--- src/rtl/proc_pkg.sv ---
// Shared datapath widths, ALU opcodes and instruction-field positions for the
// 8-bit pipeline.
package proc_pkg;

  localparam int DATA_W = 8;
  localparam int REG_AW = 3;

  localparam logic ALU_ADD = 1'b0;
  localparam logic ALU_SLL = 1'b1;

  localparam int RW_N_BIT  = 7;
  localparam int ALUOP_BIT = 6;
  localparam int RD_MSB    = 5;
  localparam int RD_LSB    = 3;
  localparam int RS_MSB    = 2;
  localparam int RS_LSB    = 0;

  typedef logic [DATA_W-1:0] data_t;
  typedef logic [REG_AW-1:0] reg_addr_t;

endpackage

--- src/rtl/ex_alu.sv ---
// Combinational ALU: modular add, or logical left shift of A by a small
// immediate shift amount (zero fill).
module ex_alu
  import proc_pkg::*;
#(
  parameter int W  = DATA_W,
  parameter int SW = REG_AW
) (
  input  logic          op_i,
  input  logic [W-1:0]  a_i,
  input  logic [W-1:0]  b_i,
  input  logic [SW-1:0] shamt_i,
  output logic [W-1:0]  result_o
);

  always_comb begin
    result_o = a_i + b_i;
    if (op_i == ALU_SLL) begin
      result_o = a_i << shamt_i;
    end
  end

endmodule

--- src/rtl/ex_wb_stage.sv ---
// Execute / write-back back end: ID/EX and EX/WB registers, ALU, EX forwarding
// and retired-instruction counter. Define EX_FORWARDING_EN to enable forwarding.
module ex_wb_stage
  import proc_pkg::*;
#(
  parameter int DATA_W = proc_pkg::DATA_W,
  parameter int REG_AW = proc_pkg::REG_AW,
  parameter int CNT_W  = 16
) (
  input  logic              clk,
  input  logic              reset,
  input  logic              flush,
  input  logic              id_valid,
  input  logic              id_reg_write,
  input  logic              id_alu_op,
  input  logic [REG_AW-1:0] id_rd,
  input  logic [REG_AW-1:0] id_rs,
  input  logic [DATA_W-1:0] id_read_data_1,
  input  logic [DATA_W-1:0] id_read_data_2,
  output logic              wb_reg_write,
  output logic [REG_AW-1:0] wb_write_reg,
  output logic [DATA_W-1:0] wb_write_data,
  output logic [CNT_W-1:0]  retire_count
);

  logic              idex_valid_q, idex_reg_write_q, idex_alu_op_q;
  logic [REG_AW-1:0] idex_rd_q, idex_rs_q;
  logic [DATA_W-1:0] idex_rd1_q, idex_rd2_q;

  logic              exwb_reg_write_q;
  logic [REG_AW-1:0] exwb_rd_q;
  logic [DATA_W-1:0] exwb_data_q;

  logic [CNT_W-1:0]  retire_q, retire_d;
  logic [DATA_W-1:0] op_a, op_b, alu_result;

`ifdef EX_FORWARDING_EN
  // B only forwards for adds; for shifts the rs field is an immediate.
  always_comb begin
    op_a = idex_rd1_q;
    op_b = idex_rd2_q;
    if (exwb_reg_write_q && (exwb_rd_q == idex_rd_q)) begin
      op_a = exwb_data_q;
    end
    if (exwb_reg_write_q && (exwb_rd_q == idex_rs_q) && (idex_alu_op_q == ALU_ADD)) begin
      op_b = exwb_data_q;
    end
  end
`else
  assign op_a = idex_rd1_q;
  assign op_b = idex_rd2_q;
`endif

  ex_alu #(
    .W  (DATA_W),
    .SW (REG_AW)
  ) u_alu (
    .op_i     (idex_alu_op_q),
    .a_i      (op_a),
    .b_i      (op_b),
    .shamt_i  (idex_rs_q),
    .result_o (alu_result)
  );

  assign retire_d = exwb_reg_write_q ? retire_q + 1'b1 : retire_q;

  always_ff @(posedge clk or negedge reset) begin
    if (!reset) begin
      idex_valid_q     <= 1'b0;
      idex_reg_write_q <= 1'b0;
      idex_alu_op_q    <= 1'b0;
      idex_rd_q        <= '0;
      idex_rs_q        <= '0;
      idex_rd1_q       <= '0;
      idex_rd2_q       <= '0;
      exwb_reg_write_q <= 1'b0;
      exwb_rd_q        <= '0;
      exwb_data_q      <= '0;
      retire_q         <= '0;
    end else begin
      // A flushed slot becomes a bubble that never writes or counts.
      idex_valid_q     <= id_valid & ~flush;
      idex_reg_write_q <= id_reg_write & id_valid & ~flush;
      idex_alu_op_q    <= id_alu_op;
      idex_rd_q        <= id_rd;
      idex_rs_q        <= id_rs;
      idex_rd1_q       <= id_read_data_1;
      idex_rd2_q       <= id_read_data_2;
      exwb_reg_write_q <= idex_reg_write_q & idex_valid_q;
      exwb_rd_q        <= idex_rd_q;
      exwb_data_q      <= alu_result;
      retire_q         <= retire_d;
    end
  end

  assign wb_reg_write  = exwb_reg_write_q;
  assign wb_write_reg  = exwb_rd_q;
  assign wb_write_data = exwb_data_q;
  assign retire_count  = retire_q;

endmodule

--- config.mk ---
export PLATFORM = sky130hd
export DESIGN_NAME = ex_wb_stage
export DESIGN_NICKNAME = d
export VERILOG_FILES = /design/src/rtl/proc_pkg.sv /design/src/rtl/ex_alu.sv /design/src/rtl/ex_wb_stage.sv
export SDC_FILE = /design/constraint.sdc
export NUM_CORES = 1
export LEC_CHECK = 0
export CAP_MARGIN = 20
export CELL_PAD_IN_SITES_DETAIL_PLACEMENT = 1
export CELL_PAD_IN_SITES_GLOBAL_PLACEMENT = 1
export CORE_ASPECT_RATIO = 1.5
export CORE_UTILIZATION = 35
export CTS_CLUSTER_DIAMETER = 150
export DETAILED_ROUTE_END_ITERATION = 6
export PLACE_DENSITY = 0.81
export SYNTH_ARGS = -nofsm -noshare
export SYNTH_HDL_FRONTEND = slang
export SYNTH_SLANG_ARGS = --single-unit
--- constraint.sdc ---
create_clock -name clk -period 1.7 [get_ports clk]
set_input_delay 0.425 -clock clk [delete_from_list [all_inputs] [get_ports clk]]
set_output_delay 0.425 -clock clk [all_outputs]
set_load 0.05 [all_outputs]
# After elaboration in Yosys (flattened, before gate mapping)
# Index checks and enable logic that the tools add are counted.
# op_classes
n_addsub,2
n_shift,1
muxes,1
bitwise,5
# ops
op,count
16-bit by 1-bit adder with 16-bit output (second input constant),1
8-bit adder,1
8-bit 2-to-1 mux,1
8-bit by 3-bit left shift with 8-bit output,1
1-bit bitwise AND,4
1-bit inverter,1
# word_totals
regBits,53
output_inout_bits,28
wordCells,20

# Longest topological paths before layout
# Gate-level depths: netlist of the first run.
# logic_depth
word_depth,2
mapped_depth,7

# By module
# A second synthesis of the first run with hierarchy kept.
# hier_totals
cells_unflattened,180
area_unflattened_um2,2308.5
# by_module_without_submodules
module,n_inst,cells_per_inst,area_per_inst_um2,seq_area_each_um2
ex_wb_stage,1,96,1637.8,1326.3
ex_alu,1,84,670.6,0.0

# Worst setup path before layout of the first run
# OpenSTA, ideal clock, no wires.
# synth_path
path_kind,register -> register
startpoint,register idex_rd1_q[1]
endpoint,register exwb_data_q[5] (netlist: wb_write_data[5])
setup_time_ps,136
arrival_ps,1556
required_ps,1564
slack_ps,8
path_stages_with_launch,6
path_buffers,0
period_less_slack_ps,1692
path_cell_list,dfrtp_1 > ha_1 > a211oi_1 > o21bai_1 > a2111oi_0 > nor3b_1
# synth_via
elab_chain_len,2
# synth_lines
element,line,source
from (decl),ex_wb_stage.sv:28,"logic [DATA_W-1:0] idex_rd1_q, idex_rd2_q;"
from (signal assigned),ex_wb_stage.sv:87,idex_rd1_q <= id_read_data_1;
8-bit adder / 8-bit by 3-bit left shift with 8-bit output (equally long branches),"ex_alu.sv:17, ex_alu.sv:19",
8-bit 2-to-1 mux *,ex_alu.sv:18,if (op_i == ALU_SLL) begin
named net alu_result[5],ex_wb_stage.sv:35,"logic [DATA_W-1:0] op_a, op_b, alu_result;"
to (signal assigned),ex_wb_stage.sv:91,exwb_data_q <= alu_result;
to (decl),ex_wb_stage.sv:32,logic [DATA_W-1:0] exwb_data_q;
# The timed path passes the listed nets; every way through them passes the cells marked *.
# A chain may end at the register's enable or synchronous reset.

# Final worst setup path of the first run
# layout_path
startpoint,register idex_rd2_q[1]
endpoint,register exwb_data_q[5] (netlist: wb_write_data[5])
# layout_via
elab_chain_len,2
# layout_lines
element,line,source
from (decl),ex_wb_stage.sv:28,
from (signal assigned),ex_wb_stage.sv:88,idex_rd2_q <= id_read_data_2;
8-bit adder,ex_alu.sv:17,result_o = a_i + b_i;
8-bit 2-to-1 mux,ex_alu.sv:18,
named net alu_result[5],ex_wb_stage.sv:35,
# The timed path passes the listed nets, and every way through them passes these cells.

==> results of run 1 <==
## layout by cell type (no fill, tap or decap), types with 2 or more instances in the layout
cell,instances
dfrtp_1,52
buf_4,29
clkdlybuf4s50_1,26
buf_12,17
xor2_1,11
nand2_1,10
inv_1,8
xnor2_1,7
nor2_1,6
clkbuf_8,6
nand4_1,5
mux4_1,4
and2_1,4
ha_1,4
or3_1,3
a21oi_1,3
and3_1,3
nand3_1,3
ha_4,3
mux2i_1,2
o31ai_1,2
nor2b_1,2
nor3_1,2
## power by group through the flow
stage | Clock, W | Sequential, W | Combinational (W)
CTS | 0.000912 | 0.00145 | 0.000772
detailed placement | 0 | 0.00147 | 0.000743
global route | 0.000960 | 0.00146 | 0.000866
floorplan | 0 | 0.00165 | 0.000186
global placement | 0 | 0.00146 | 0.000726
finish | 0.000890 | 0.00145 | 0.000816
## what timing repair did
action,in CTS,in global routing
setup endpoints to repair,3,6
setup buffers,0,3
resized for setup,8,19
pin swaps,5,8
endpoints found under the hold margin,0,0
## worst max-delay path, delay by kind of cell, from the launching register on
kind | cells | cell delay (ns)
and+or+nand+nor | 1 | 0.09
DFF | 1 | 0.42
adders and majority gates | 1 | 0.27
AOI/OAI and AO/OA | 3 | 0.80
## metrics by stage
stage                     setup WS, ns  setup TNS, ns
final                          0.00892              0
after global placement          -0.122         -0.157
after detailed placement        -0.177         -0.266
after CTS                      -0.0268        -0.0268
after global routing           -0.0496        -0.0724
after floorplan                0.00773              0
## synth_stat cells (2+ instances only)
cell / number
xnor2_1: 7
nand4_1: 5
xor2_1: 11
o31ai_1: 3
a211oi_1: 2
nor3_1: 4
nor2_1: 7
nand2b_1: 2
inv_1: 8
nand3_1: 3
dfrtp_1: 53
nor4_1: 2
ha_1: 8
o21bai_1: 2
mux4_1: 4
and3_1: 3
o21ai_0: 3
nor2b_1: 2
a21oi_1: 4
mux2i_1: 2
and2_1: 4
nand2_1: 10
or3_1: 3
## final timing paths
kind                                    end  slack, ns  cells after the start
min in group clk            wb_write_reg[0]       0.36                      0
setup reg to reg           wb_write_data[5]      0.009                      5
max in group asynchronous      wb_reg_write       1.35                      2
setup / recovery           wb_write_data[5]      0.009                      5
hold / removal             retire_count[11]       0.09                      2
hold reg to reg             wb_write_reg[0]       0.36                      0
## routing by layer
layer | track usage, % | up-vias
li1 | - | 780
met1 | 16.8 | 830
met2 | 36.7 | 53
met3 | 4.64 | 14
met4 | 10.3 | 0
met5 | 0 | -
## cells by family (layout without fill, tap and decap cells)
family / count (synthesis) / after routing / share of synthesized area [%]
DFF: 53 / 53 / 58.5
and+or+nand+nor: 50 / 50 / 12.1
AOI/OAI and AO/OA: 25 / 25 / 7.79
xor gates and xnor gates: 18 / 18 / 6.96
buffers and inverters: 11 / 90 / 2.32
adders and majority gates: 9 / 9 / 5.30
muxes: 8 / 8 / 7.01
## final cells by class
cell class | count | area share (%)
Multi-Input combinational cell | 110 | 29.9
Inverter | 8 | 0.876
Tap cell | 74 | 2.70
Clock inverter | 2 | 1.09
Clock buffer | 6 | 2.41
Timing Repair Buffer | 74 | 24.3
Sequential cell | 53 | 38.7
==> metrics.md, run 1 <==
| Metric | Value |
|---|---|
| Worst Skew | roughly 0.0058 ns |
| Ports | 56 |
| Status | complete, no violations |
| Max reg flops | 16 |
| Routed WL | ~5900 um |
| CTS tree | done |
| Register Area | approximately 0.0013 mm^2 |
| Routed wire length per instance | 18.2 um |
| Pwr Density | just over 900 mW/mm^2 |
| RSZ-0062 raised after global routing | yes |
| Metal3 WL | 291 um |
| Max layer used | met4 |
| Worst Tran Pin Value | around 0.33 ns |
| Site Rows | 35 |
| Root Buffer | clkbuf_8 |
| Worst path required time | about 1.9 ns |
| Synth Net Count | 211 |
| Period utilization | 99.5% |
| Largest net degree at the start of global routing | 54 |
| Overflow after GRT | 0 |
| Post-synthesis sequential area ratio | 58.5% |
| Met2 wire len | about 3600 um |
| Crit path DAT | between 1.5 and 2 ns |
| Worst Hold Class | input pin to asynchronous set/reset pin |
| Fill cell instance count of the final layout | between 600 and 700 |
| Area of the multi-input gates | 0.00102 mm^2 |
| Total power | 0.00315 W |
| Total number of yosys warnings | 0 |
| 1st-pass router iterations | 4 |
| Clock Latency Late Sink | 0.30 ns |
| Starting Density | 36.7% |
| Wl on met1 | 1900 um |
| Antenna Nets Post-Route | 0 |
| Net Sw Power | 0.000944 W |
| First-pass GRT wire length | 9230 um |
| Vias in the first global route | between 1500 and 2000 |
| Comb pwr share | 25.9% |
| Post-synth EDFFs | 0 |
| Post-DP HPWL | approximately 4300 um |
| Post-DP Area | 0.00314 mm^2 |
| CTS max path bufs | 2 |
| F_max | 0.591 GHz |
| PortBufs | 55 |
| CP max stage delay | approximately 0.42 ns |
| Avg Inst Size Synth | 13.0 um^2 |
| Largest cells by area after synthesis | dfrtp_1 (59%), mux4_1 (4.6%), ha_1 (4.4%), xor2_1 (4.3%), xnor2_1 (2.7%) |
| Worst slew margin | 78.2% |
| Worst r2r src | idex_rd2_q[1] |
| Final Max Tran Viols | 0 |
| Fin nets | 289 |
| Worst hold margin | just over 0.09 ns |
| Gate count of the mapped netlist | 174 |
| Biggest area consumer among synthesized cells | dfrtp_1 |
| #FFs+latches synth | 53 |
| 1st-iter DRT viols | 48 |
| DR vias | roughly 1700 |
| CTS sink count | between 50 and 60 |
| Static Leak | 1.53 nW |
| Asr flop ratio synth | 100% |
| Max_cap viols | 0 |
| Clock share of power | 28.2% |
| Layout area overhead | 51.4% |
| Nature of the critical path startpoint | register |
| CTS buffer count | 5 |
| Worst IR drop on VDD | 0.000570 V |
| Slowest CP cell | dfrtp_1 |
| Fin cells | about 330 |
| Initial antenna violation count | 0 |
| Total global-route track usage | a little under a fifth |
| Drc violations | 0 |
| Layout cells sized above 1 | 30.4% |
| Worst Path Max Fanout | 2 |
| # H-tree levels | 2 |
| Sw frac | roughly 30% |
| Register share of total power | 45.9% |
| Fin area | 0.00343 mm^2 |
| Die width | 67.7 um |
| Hold Fails Final Rpt | 0 |
| Vias per cell | 5.13 |
| Finished Core Util | 55.5% |
| # diodes | 0 |
| Final Wtd Congestion | 0.843 |
| Crit. Startpoint | idex_rd2_q[1] |
| Post-synthesis cell area | about 0.0023 mm^2 |
| Final setup viols | 0 |
| Post-Place Cells | between 300 and 400 |
| Synth top area share | about 60% |
| Critical path, cell by cell | ha_4 > a211oi_4 > o21bai_4 > a2111oi_4 > nor3b_1 |
| CORE AREA | 0.00617 mm^2 |
| CTS clk-pin slew, worst paths | 0.10 ns |
| Die area | roughly 0.007 mm^2 |
| Crit path time final | 1.69 ns |
| Top FF cell, synth | dfrtp_1 |
| Kind of critical path | register to register |
| Pint | ~0.0022 W |
| Die H | 101 um |
| CP endpoint kind | register |
| Synth cell types | 45 |
| Post-CTS Hold Buffers | 0 |
No activity file was read; power rests on OpenSTA's default activity.
==> run 2: changes to the inputs <==
- CAP_MARGIN: 20 -> 0
- CORE_MARGIN: default -> 5
==> run 2 against run 1 <==
  * Count of clock-buffer cells in the layout up 2
  * Die area up 21%
  * Sequential share of layout area up 0.70 points
  * Global-route usage down 3.4 points
  * Total power down 7.8%
  * Sequential power about the same
  * Critical path type unchanged
  * Largest cell class unchanged
==> metrics.md, run 2 (synthesis gave the netlist of run 1 again) <==
| Metric | Value |
|---|---|
| Status | complete, no violations (unchanged) |
| Crit path DAT | 1.93 ns (was 1.88 ns) |
| Clock Latency Late Sink | 0.29 ns (was 0.30 ns) |
| Metal3 WL | 273 um (was 291 um) |
| Worst r2r src | idex_rd1_q[3] (was idex_rd2_q[1]) |
| Largest net degree at the start of global routing | 54 (unchanged) |
| CTS max path bufs | 2 (unchanged) |
| Layout area overhead | 48.5% (was 51.4%) |
| Total power | 0.00291 W (was 0.00315 W) |
| Crit. Startpoint | idex_rd1_q[3] (was idex_rd2_q[1]) |
| Vias in the first global route | 1889 (was 1928) |
| Post-DP Area | 0.00314 mm^2 (unchanged) |
| Drc violations | 0 (unchanged) |
| Die H | 109 um (was 101 um) |
| Routed wire length per instance | 18.0 um (was 18.2 um) |
| Die area | 0.00822 mm^2 (was 0.00681 mm^2) |
| 1st-iter DRT viols | 55 (was 48) |
| Kind of critical path | register to register (unchanged) |
| CP endpoint kind | register (unchanged) |
| Finished Core Util | 52.6% (was 55.5%) |
| Fin nets | 289 (unchanged) |
| Fill cell instance count of the final layout | 643 (was 613) |
| Wl on met1 | 2010 um (was 1900 um) |
| Max_cap viols | 0 (unchanged) |
| Antenna Nets Post-Route | 0 (unchanged) |
| Vias per cell | 5.16 (was 5.13) |
| Pwr Density | 863 mW/mm^2 (was 919 mW/mm^2) |
| DR vias | 1697 (was 1677) |
| Worst Hold Class | input pin to asynchronous set/reset pin (unchanged) |
| Worst slew margin | 67.6% (was 78.2%) |
| Site Rows | 36 (was 35) |
| First-pass GRT wire length | 9470 um (was 9230 um) |
| Register Area | 0.00133 mm^2 (about the same) |
| F_max | 0.590 GHz (was 0.591 GHz) |
| Worst IR drop on VDD | 0.000720 V (was 0.000570 V) |
| Post-Place Cells | 316 (unchanged) |
| Initial antenna violation count | 0 (unchanged) |
| CORE AREA | 0.00640 mm^2 (was 0.00617 mm^2) |
| Worst Path Max Fanout | 3 (was 2) |
| Final Wtd Congestion | 0.867 (was 0.843) |
| Fin area | 0.00337 mm^2 (was 0.00343 mm^2) |
| Max layer used | met4 (unchanged) |
| Commonest non-fill, non-tap cell in the layout | dfrtp_1 (unchanged) |
| Layout cells sized above 1 | 28.5% (was 30.4%) |
| Met2 wire len | 3430 um (was 3560 um) |
| Die width | 75.7 um (was 67.7 um) |
| # diodes | 0 (unchanged) |
| CTS clk-pin slew, worst paths | 0.09 ns (was 0.10 ns) |
| 1st-pass router iterations | 4 (unchanged) |
| Worst path required time | 1.93 ns (was 1.89 ns) |
| Root Buffer | clkbuf_8 (unchanged) |
| Period utilization | 99.8% (was 99.5%) |
| Crit path time final | 1.70 ns (was 1.69 ns) |
| Hold Fails Final Rpt | 0 (unchanged) |
| Ports | 56 (unchanged) |
| CTS buffer count | 5 (unchanged) |
| Post-DP HPWL | 4400 um (was 4250 um) |
| Routed WL | 5920 um (was 5940 um) |
| Overflow after GRT | 0 (unchanged) |
| Final Max Tran Viols | 0 (unchanged) |
| RSZ-0062 raised after global routing | yes (unchanged) |
| Starting Density | 35.4% (was 36.7%) |
| Post-CTS Hold Buffers | 0 (unchanged) |
| Max reg flops | 16 (unchanged) |
| PortBufs | 55 (unchanged) |
| CTS sink count | 53 (unchanged) |
| Worst Tran Pin Value | 0.481 ns (was 0.326 ns) |
| # H-tree levels | 2 (unchanged) |
| Total global-route track usage | 15.6% (was 19.0%) |
| Most frequent cells in the layout | dfrtp_1 (53), buf_4 (28), clkdlybuf4s50_1 (26), buf_12 (18), xor2_1 (11) (was dfrtp_1 (52), buf_4 (29), clkdlybuf4s50_1 (26), buf_12 (17), xor2_1 (11)) |
| Nature of the critical path startpoint | register (unchanged) |
| Area of the multi-input gates | 987 um^2 (was 0.00102 mm^2) |
| Fin cells | 329 (was 327) |
| CTS tree | done (unchanged) |
| Static Leak | 1.51 nW (was 1.53 nW) |
| Worst Skew | 0.00347 ns (was 0.00579 ns) |
| Final setup viols | 0 (unchanged) |
==> run 2: path summary, 6_finish.rpt <==
path | end | slack [ns] | depth (start not counted)
worst max-delay path | wb_write_data[6] | 0.004 | 5
worst max register to register | wb_write_data[6] | 0.004 | 5
worst min register to register | wb_write_reg[2] | 0.36 | 0
worst min-delay path | wb_write_data[0] | 0.12 | 2
max in group asynchronous | idex_alu_op_q | 1.35 | 2
min in group clk | wb_write_reg[2] | 0.36 | 0
==> run 2: through the flow <==
step	TNS [ns]	hold slack [ns]	setup WS, ns
2_1_floorplan	0	0.129	0.00773
3_3_place_gp	-0.141	0.332	-0.105
3_5_place_dp	-0.402	0.337	-0.228
4_1_cts	0	0.119	0.000507
5_1_grt	-0.154	0.119	-0.0819
6_report	0	0.118	0.00395
==> run 2: critical path, stage by stage, from the launching register on <==
cell and delay, ns:
dfrtp_1 0.39, ha_1 0.35, o21ai_0 0.43, a21oi_4 0.06, or3_1 0.32, nand4_1 0.07
==> run 2: per-layer routing <==
layer	GRT usage [%]	vias to the layer above
met5	0	-
met2	29.3	47
li1	-	777
met4	6.13	0
met1	16.0	858
met3	3.44	15
==> run 2: where the power goes <==
group	switching, W	internal [W]	total, W
sequential	0.0000976	0.00135	0.00145
combinational	0.000422	0.000367	0.000789
clock	0.000376	0.000294	0.000670
==> run 2: cell type report <==
cell class,count,area share [%]
timing repair buffer,74,25.2
tap,76,2.83
sequential,53,39.4
clock buffer,8,2.38
multi-input combinational,110,29.3
inverter,8,0.892
==> run 2: repair_timing <==
| action | CTS | global route |
|---|---|---|
| setup buffers | 1 | 4 |
| setup endpoints to repair | 3 | 6 |
| pin swaps | 6 | 6 |
| gates resized for setup | 9 | 12 |
